===== config.mk =====
export PLATFORM = sky130hd
export DESIGN_NAME = main_bus_master_flat
export DESIGN_NICKNAME = d
export VERILOG_FILES = /design/src/rtl/main_bus_master_pkg.sv /design/src/rtl/main_bus_master_if.sv /design/src/rtl/main_bus_beat_counter.sv /design/src/rtl/main_bus_master.sv /design/src/flat_wrapper.sv
export SDC_FILE = /design/constraint.sdc
export NUM_CORES = 1
export LEC_CHECK = 0
export BUFFER_PORTS_ARGS = -buffer_cell sky130_fd_sc_hd__clkbuf_2
export CORE_UTILIZATION = 52
export CTS_CLUSTER_DIAMETER = 150
export DETAILED_ROUTE_END_ITERATION = 8
export GPL_TIMING_DRIVEN = 1
export PLACE_DENSITY_LB_ADDON = 0.2
export SLEW_MARGIN = 20
export SYNTH_ARGS = -nofsm -noshare
export SYNTH_HDL_FRONTEND = slang
export SYNTH_SLANG_ARGS = --single-unit

===== constraint.sdc =====
create_clock -name clk -period 3.7 [get_ports clk]
set_clock_uncertainty 0.2 [all_clocks]
set_input_delay 0.37 -clock clk [delete_from_list [all_inputs] [get_ports clk]]
set_output_delay 0.37 -clock clk [all_outputs]
set_load 0.05 [all_outputs]

===== src/rtl/main_bus_master_pkg.sv =====
`default_nettype none
// ============================================================================
// Module   : main_bus_master_pkg
// Brief    : Shared types and defaults for the main-bus master stage.
// Revision : 1.0 - initial release
// ============================================================================
package main_bus_master_pkg;

    localparam int C_DATA_W_DEF    = 16;
    localparam int C_BURST_LEN_DEF = 4;
    localparam int C_PAGE_W        = 4;

    typedef enum logic [2:0] {
        IDLE = 3'd0,
        ADDR = 3'd1,
        WAIT = 3'd2,
        DATA = 3'd3,
        RESP = 3'd4
    } state_t;

    typedef logic [C_BURST_LEN_DEF-1:0][C_DATA_W_DEF-1:0] burst_t;

endpackage
`default_nettype wire


===== src/rtl/main_bus_master_if.sv =====
`default_nettype none
// ============================================================================
// Module   : main_bus_master_if
// Brief    : Request/response port and main-bus signals of the bus master.
// Revision : 1.0 - initial release
// ============================================================================
interface main_bus_master_if
    import main_bus_master_pkg::*;
#(
    parameter int DATA_W    = C_DATA_W_DEF,
    parameter int BURST_LEN = C_BURST_LEN_DEF
);
    logic                          req_valid;
    logic                          req_ready;
    logic                          req_rw;
    logic [DATA_W-1:0]             req_addr;
    logic [BURST_LEN*DATA_W-1:0]   req_wdata;
    logic                          resp_valid;
    logic                          resp_ready;
    logic [BURST_LEN*DATA_W-1:0]   resp_rdata;
    logic                          resp_err;
    logic                          bus_addr_valid;
    logic                          bus_rw;
    logic [DATA_W-1:0]             bus_ad_out;
    logic                          bus_ad_oe;
    logic [DATA_W-1:0]             bus_ad_in;

    modport master (
        input  req_valid, req_rw, req_addr, req_wdata, resp_ready, bus_ad_in,
        output req_ready, resp_valid, resp_rdata, resp_err,
               bus_addr_valid, bus_rw, bus_ad_out, bus_ad_oe
    );

    modport slave (
        output req_valid, req_rw, req_addr, req_wdata, resp_ready, bus_ad_in,
        input  req_ready, resp_valid, resp_rdata, resp_err,
               bus_addr_valid, bus_rw, bus_ad_out, bus_ad_oe
    );

endinterface
`default_nettype wire


===== src/rtl/main_bus_beat_counter.sv =====
`default_nettype none
// ============================================================================
// Module   : main_bus_beat_counter
// Brief    : Loadable down-counter with a zero flag for wait and data phases.
// Revision : 1.0 - initial release
// ============================================================================
module main_bus_beat_counter #(
    parameter int CNT_W = 3
) (
    input  wire logic             clk,
    input  wire logic             rst_n,
    input  wire logic             load,
    input  wire logic [CNT_W-1:0] load_val,
    input  wire logic             en,
    output logic      [CNT_W-1:0] count,
    output logic                  done
);

    logic [CNT_W-1:0] count_q;
    logic [CNT_W-1:0] count_d;

    always_comb begin
        count_d = count_q;
        if (load) begin
            count_d = load_val;
        end else if (en && (count_q != '0)) begin
            count_d = count_q - 1'b1;
        end
    end

    always_ff @(posedge clk or negedge rst_n) begin
        if (!rst_n) begin
            count_q <= '0;
        end else begin
            count_q <= count_d;
        end
    end

    assign count = count_q;
    assign done  = (count_q == '0);

endmodule
`default_nettype wire


===== src/rtl/main_bus_master.sv =====
`default_nettype none
// ============================================================================
// Module   : main_bus_master
// Brief    : Burst request to multiplexed main-bus master FSM.
//            Optional page check: MAIN_BUS_MASTER_ADDR_CHECK_EN.
// Revision : 1.0 - initial release
// ============================================================================
module main_bus_master
    import main_bus_master_pkg::*;
#(
    parameter int                  DATA_W    = C_DATA_W_DEF,
    parameter int                  BURST_LEN = C_BURST_LEN_DEF,
    parameter int                  READ_LAT  = 0,
    parameter logic [C_PAGE_W-1:0] MEM_PAGE  = 4'h2
) (
    input  wire logic           clk,
    input  wire logic           resetN,
    main_bus_master_if.master   bif
);

    localparam int C_MAX_CNT = (BURST_LEN > READ_LAT) ? BURST_LEN : READ_LAT;
    localparam int C_CNT_W   = $clog2(C_MAX_CNT + 1);
    localparam int C_IDX_W   = (BURST_LEN > 1) ? $clog2(BURST_LEN) : 1;
    localparam logic [C_CNT_W-1:0] C_BEAT_LOAD = C_CNT_W'(BURST_LEN - 1);
    localparam logic [C_CNT_W-1:0] C_LAT_LOAD  =
        (READ_LAT > 0) ? C_CNT_W'(READ_LAT - 1) : '0;

    state_t                          state_q, state_d;
    logic                            rw_q, rw_d;
    logic                            err_q, err_d;
    logic [DATA_W-1:0]               addr_q, addr_d;
    logic [BURST_LEN-1:0][DATA_W-1:0] wdata_q, wdata_d;
    logic [BURST_LEN-1:0][DATA_W-1:0] rdata_q, rdata_d;

    logic               cnt_load, cnt_en, cnt_done;
    logic [C_CNT_W-1:0] cnt_load_val, cnt_value;
    logic [C_IDX_W-1:0] beat_idx;
    logic               page_hit, reject;

    main_bus_beat_counter #(.CNT_W(C_CNT_W)) u_beat_counter (
        .clk      (clk),
        .rst_n    (resetN),
        .load     (cnt_load),
        .load_val (cnt_load_val),
        .en       (cnt_en),
        .count    (cnt_value),
        .done     (cnt_done)
    );

    // The counter runs down, so the beat index is its distance from the load value.
    assign beat_idx = C_IDX_W'(C_BEAT_LOAD - cnt_value);
    assign page_hit = (bif.req_addr[DATA_W-1 -: C_PAGE_W] == MEM_PAGE);

`ifdef MAIN_BUS_MASTER_ADDR_CHECK_EN
    assign reject = !page_hit;
`else
    logic unused_page_hit;
    assign unused_page_hit = page_hit;
    assign reject          = 1'b0;
`endif

    always_comb begin
        state_d            = state_q;
        rw_d               = rw_q;
        err_d              = err_q;
        addr_d             = addr_q;
        wdata_d            = wdata_q;
        rdata_d            = rdata_q;
        cnt_load           = 1'b0;
        cnt_en             = 1'b0;
        cnt_load_val       = C_BEAT_LOAD;
        bif.req_ready      = 1'b0;
        bif.resp_valid     = 1'b0;
        bif.bus_addr_valid = 1'b0;
        bif.bus_rw         = 1'b0;
        bif.bus_ad_out     = '0;
        bif.bus_ad_oe      = 1'b0;
        case (state_q)
            IDLE: begin
                bif.req_ready = 1'b1;
                if (bif.req_valid) begin
                    rw_d    = bif.req_rw;
                    addr_d  = bif.req_addr;
                    wdata_d = bif.req_wdata;
                    rdata_d = '0;
                    err_d   = reject;
                    state_d = reject ? RESP : ADDR;
                end
            end
            ADDR: begin
                bif.bus_addr_valid = 1'b1;
                bif.bus_ad_oe      = 1'b1;
                bif.bus_ad_out     = addr_q;
                bif.bus_rw         = rw_q;
                cnt_load           = 1'b1;
                if (!rw_q || (READ_LAT == 0)) begin
                    state_d = DATA;
                end else begin
                    cnt_load_val = C_LAT_LOAD;
                    state_d      = WAIT;
                end
            end
            WAIT: begin
                bif.bus_rw = rw_q;
                cnt_en     = 1'b1;
                if (cnt_done) begin
                    cnt_load = 1'b1;
                    state_d  = DATA;
                end
            end
            DATA: begin
                bif.bus_rw = rw_q;
                cnt_en     = 1'b1;
                if (!rw_q) begin
                    bif.bus_ad_oe  = 1'b1;
                    bif.bus_ad_out = wdata_q[beat_idx];
                end else begin
                    rdata_d[beat_idx] = bif.bus_ad_in;
                end
                if (cnt_done) begin
                    state_d = RESP;
                end
            end
            RESP: begin
                bif.resp_valid = 1'b1;
                if (bif.resp_ready) begin
                    state_d = IDLE;
                end
            end
            default: state_d = IDLE;
        endcase
    end

    always_ff @(posedge clk or negedge resetN) begin
        if (!resetN) begin
            state_q <= IDLE;
            rw_q    <= 1'b0;
            err_q   <= 1'b0;
            addr_q  <= '0;
            wdata_q <= '0;
            rdata_q <= '0;
        end else begin
            state_q <= state_d;
            rw_q    <= rw_d;
            err_q   <= err_d;
            addr_q  <= addr_d;
            wdata_q <= wdata_d;
            rdata_q <= rdata_d;
        end
    end

    assign bif.resp_rdata = rdata_q;
    assign bif.resp_err   = err_q;

endmodule
`default_nettype wire


===== src/flat_wrapper.sv =====
// flat-port wrapper written by rule: the top's interface ports become plain ports
module main_bus_master_flat import main_bus_master_pkg::*;
#(
    parameter int                  DATA_W    = C_DATA_W_DEF,
    parameter int                  BURST_LEN = C_BURST_LEN_DEF,
    parameter int                  READ_LAT  = 0,
    parameter logic [C_PAGE_W-1:0] MEM_PAGE  = 4'h2
)
  (clk, resetN, bif_req_valid, bif_req_rw, bif_req_addr, bif_req_wdata, bif_resp_ready, bif_bus_ad_in, bif_req_ready, bif_resp_valid, bif_resp_rdata, bif_resp_err, bif_bus_addr_valid, bif_bus_rw, bif_bus_ad_out, bif_bus_ad_oe);
  main_bus_master_if #(.DATA_W(DATA_W), .BURST_LEN(BURST_LEN)) bif_i ();
  input  wire logic clk;
  input  wire logic resetN;
  input wire logic [$bits(bif_i.req_valid)-1:0] bif_req_valid;
  input wire logic [$bits(bif_i.req_rw)-1:0] bif_req_rw;
  input wire logic [$bits(bif_i.req_addr)-1:0] bif_req_addr;
  input wire logic [$bits(bif_i.req_wdata)-1:0] bif_req_wdata;
  input wire logic [$bits(bif_i.resp_ready)-1:0] bif_resp_ready;
  input wire logic [$bits(bif_i.bus_ad_in)-1:0] bif_bus_ad_in;
  output wire logic [$bits(bif_i.req_ready)-1:0] bif_req_ready;
  output wire logic [$bits(bif_i.resp_valid)-1:0] bif_resp_valid;
  output wire logic [$bits(bif_i.resp_rdata)-1:0] bif_resp_rdata;
  output wire logic [$bits(bif_i.resp_err)-1:0] bif_resp_err;
  output wire logic [$bits(bif_i.bus_addr_valid)-1:0] bif_bus_addr_valid;
  output wire logic [$bits(bif_i.bus_rw)-1:0] bif_bus_rw;
  output wire logic [$bits(bif_i.bus_ad_out)-1:0] bif_bus_ad_out;
  output wire logic [$bits(bif_i.bus_ad_oe)-1:0] bif_bus_ad_oe;
  assign bif_i.req_valid = bif_req_valid;
  assign bif_i.req_rw = bif_req_rw;
  assign bif_i.req_addr = bif_req_addr;
  assign bif_i.req_wdata = bif_req_wdata;
  assign bif_i.resp_ready = bif_resp_ready;
  assign bif_i.bus_ad_in = bif_bus_ad_in;
  assign bif_req_ready = bif_i.req_ready;
  assign bif_resp_valid = bif_i.resp_valid;
  assign bif_resp_rdata = bif_i.resp_rdata;
  assign bif_resp_err = bif_i.resp_err;
  assign bif_bus_addr_valid = bif_i.bus_addr_valid;
  assign bif_bus_rw = bif_i.bus_rw;
  assign bif_bus_ad_out = bif_i.bus_ad_out;
  assign bif_bus_ad_oe = bif_i.bus_ad_oe;
  main_bus_master #(.DATA_W(DATA_W), .BURST_LEN(BURST_LEN), .READ_LAT(READ_LAT), .MEM_PAGE(MEM_PAGE)) u_core (.clk(clk), .resetN(resetN), .bif(bif_i));
endmodule

==> results.cfg <==
[status]
outcome = finished, final reports clean

[worst_setup_path]
reg2reg_depth = 4
start_kind = register
ff2ff_setup_slack_ns = 1.00
reg2reg_to = u_core.addr_q[13]
cp.required_ns = 3.13
cp_max_fo = 13
cp_data_arrival_time_ns = 2.34
crit_type = reg2out
crit_path_end_kind = output port
reg2reg_from = u_core.state_q[1]

[floorplan]
core_area_mm2 = 0.01196
dieWidth_um = 112.5
die_h_um = 112.5
initial_core_util_pct = 53.11
dieArea_mm2 = 0.01266
io_pins = 187
rows = 40

[placement]
dpl_cell_area_mm2 = 0.007346
post-dp-hpwl_um = 9633
pre_cts_ws_ns = 1.038
globalplace.congestion = 0.8196
portBuffers = 185

[logic_synthesis]
yosysUniqueCellTypes = 34
async_flop_share_pct = 100.0
synth.most_common_cell = dfrtp_1
ys.flop_type = dfrtp_1
ys_top_cells_by_area = dfrtp_1, mux2_2, a22o_1
yosysWarnings = 0
syn_avg_cell_area_um2 = 15.38
syn_inst = 413
syn-num-nets = 519
syn-cell-area_mm2 = 0.006352
synth_top_area_share_pct = 59.48
yosysSeqAreaShare_pct = 59.48
synth_area_leader_cell = dfrtp_1
synth_edf_count = 0
synthTopCellsByCount = dfrtp_1, mux2_2, a22o_1
ys_seq_elements = 151

[global_route]
grt_pass1_wl_um = 25860
grt_usage_pct = 27.17
grt_max_degree = 98
antenna_found_initial = 0
grt_pass1_vias = 4986
overflow = 0

[min_path]
holdCritPathClass = in2reg
whs_endpoint = u_core.bif.resp_rdata[62]
holdPathStages = 2
hp-start = bif_bus_ad_in[14]

[clocking]
clk_path_buf_depth = 2
cts_buffers = 17
root_buffer = clkbuf_16
post_cts_buffers = 0
clk_pin_slew_worst_paths_ns = 0.06
htreeDepth = 4
cts.sinks = 151
tritoncts = done
clock_latency_ns = 0.42

[detailed_routing]
via_count = 4711
vias_per_cell = 5.669
wl_um = 15920
firstDrtPassIters = 4
drc = 0
drt_iter0_markers = 335
antenna_violating_nets_post_route = 0
wl_per_cell_um = 19.15

[timing]
finalSetupTns_ns = 0
finalCritPeriodShare_pct = 78.55
whs_ns = 0.02992
fmax_mhz = 344.1
setup_viol = 0
slew_headroom_pct = 39.66
fin_ws_ns = 0.7937
grt_setup_unrepaired = no
drv_slew = 0
tightest_slew_ns = 0.9052
period_needed_ns = 2.906
hold_violations = 0

[power_and_ir_drop]
pwr_density_cell_mw_per_mm2 = 1019
fin_total_pwr_mw = 8.885
max-vdd-ir-drop_mv = 0.5442
power.leakage_nw = 4.245

[layout]
final_design_area_no_fill_mm2 = 0.008722
num_antenna_cells = 0
seqCellArea_mm2 = 0.003779
n_fill_cell = 787
fin_nets = 778
drive_gt1_share_pct = 47.51
multi_input_area_mm2 = 0.002346
synthToLayoutAreaGrowth_pct = 37.31

[job]
maxCapViolCount = 0
sequential cells by signal (all words and copies together) (netlist names):
| signal | count |
|---|---|
| u_core.state_q | 3 |
| u_core.bif.resp_rdata | 64 |
| u_core.wdata_q | 64 |
| u_core.u_beat_counter.count | 3 |
| u_core.addr_q | 16 |
| u_core.rw_q | 1 |
through the flow:
step	utilization, %	std cells
2_1_floorplan	-	413
3_3_place_gp	61.39	718
3_5_place_dp	61.41	718
4_1_cts	72.92	831
5_1_grt	72.92	831
6_report	72.92	831
worst max-delay path by stage:
stage / from / endpoint / cells after the start
after floorplan: u_core.u_beat_counter.count[1] / u_core.u_beat_counter.count[0] / 9
after global placement: u_core.state_q[1] / u_core.addr_q[12] / 4
after detailed placement: u_core.state_q[1] / u_core.wdata_q[42] / 4
after CTS: u_core.u_beat_counter.count[0] / bif_bus_ad_out[14] / 4
after global routing: u_core.u_beat_counter.count[0] / bif_bus_ad_out[14] / 4
final: u_core.u_beat_counter.count[0] / bif_bus_ad_out[14] / 4
worst max-delay path: stages, from the launching register on:
cell and delay, ns:
dfrtp_1 0.67, buf_12 0.24, mux4_2 0.52, a22o_1 0.25, clkbuf_2 0.24
final cells by class:
cell class / count / area share [%]
Inverter: 4 / 0.1721
Sequential cell: 151 / 43.32
Clock buffer: 21 / 5.164
Tap cell: 147 / 2.109
Clock inverter: 10 / 1.205
Timing Repair Buffer: 274 / 21.13
Multi-Input combinational cell: 224 / 26.90
cells by family (layout without fill, tap and decap cells):
family,count (synthesis),count (layout),share of synthesized area (%)
other cells,1,1,0.05903
mux,97,97,20.03
xor+xnor,1,1,0.1379
flops,151,151,59.48
buf+inv,38,309,3.860
fa+ha+maj,5,5,0.9848
compound gates,93,93,12.53
simple gates,27,27,2.915
what timing repair did:
| action | 4_1_cts | 5_1_grt |
|---|---|---|
| resized for setup | 0 | 0 |
| endpoints found under the hold margin | 177 | 0 |
| hold buffers | 82 | 0 |
cell usage in the layout, fill, tap and decap left out, types with 2 or more instances in the layout:
cell	n
clkbuf_1	3
dlygate4sd3_1	82
nor2_1	3
buf_12	3
and2_1	4
a21o_1	3
inv_1	4
bufinv_16	2
clkbuf_16	17
buf_4	4
ha_1	5
mux4_2	16
clkbuf_2	184
clkinvlp_4	2
a22oi_1	2
nor3_1	3
nand4_1	4
clkinv_2	6
nand2_1	2
a22o_1	80
or2_2	2
dfrtp_1	151
o21ai_0	4
mux2_2	81
power by group:
part | leakage, nW | internal, mW | total, mW | switching [mW]
clock | 0.272 | 0.997 | 1.64 | 0.638
combinational | 2.10 | 1.57 | 4.24 | 2.67
sequential | 1.88 | 2.46 | 3.01 | 0.548
metal layers:
metal	share of wire, %	up-vias	track usage (%)
met2	51	186	46.05
met5	0	-	0
li1	-	2080	-
met1	41	2418	32.62
met3	6.1	27	7.397
met4	2.3	0	12.18
(Power assumes the default switching activity.)
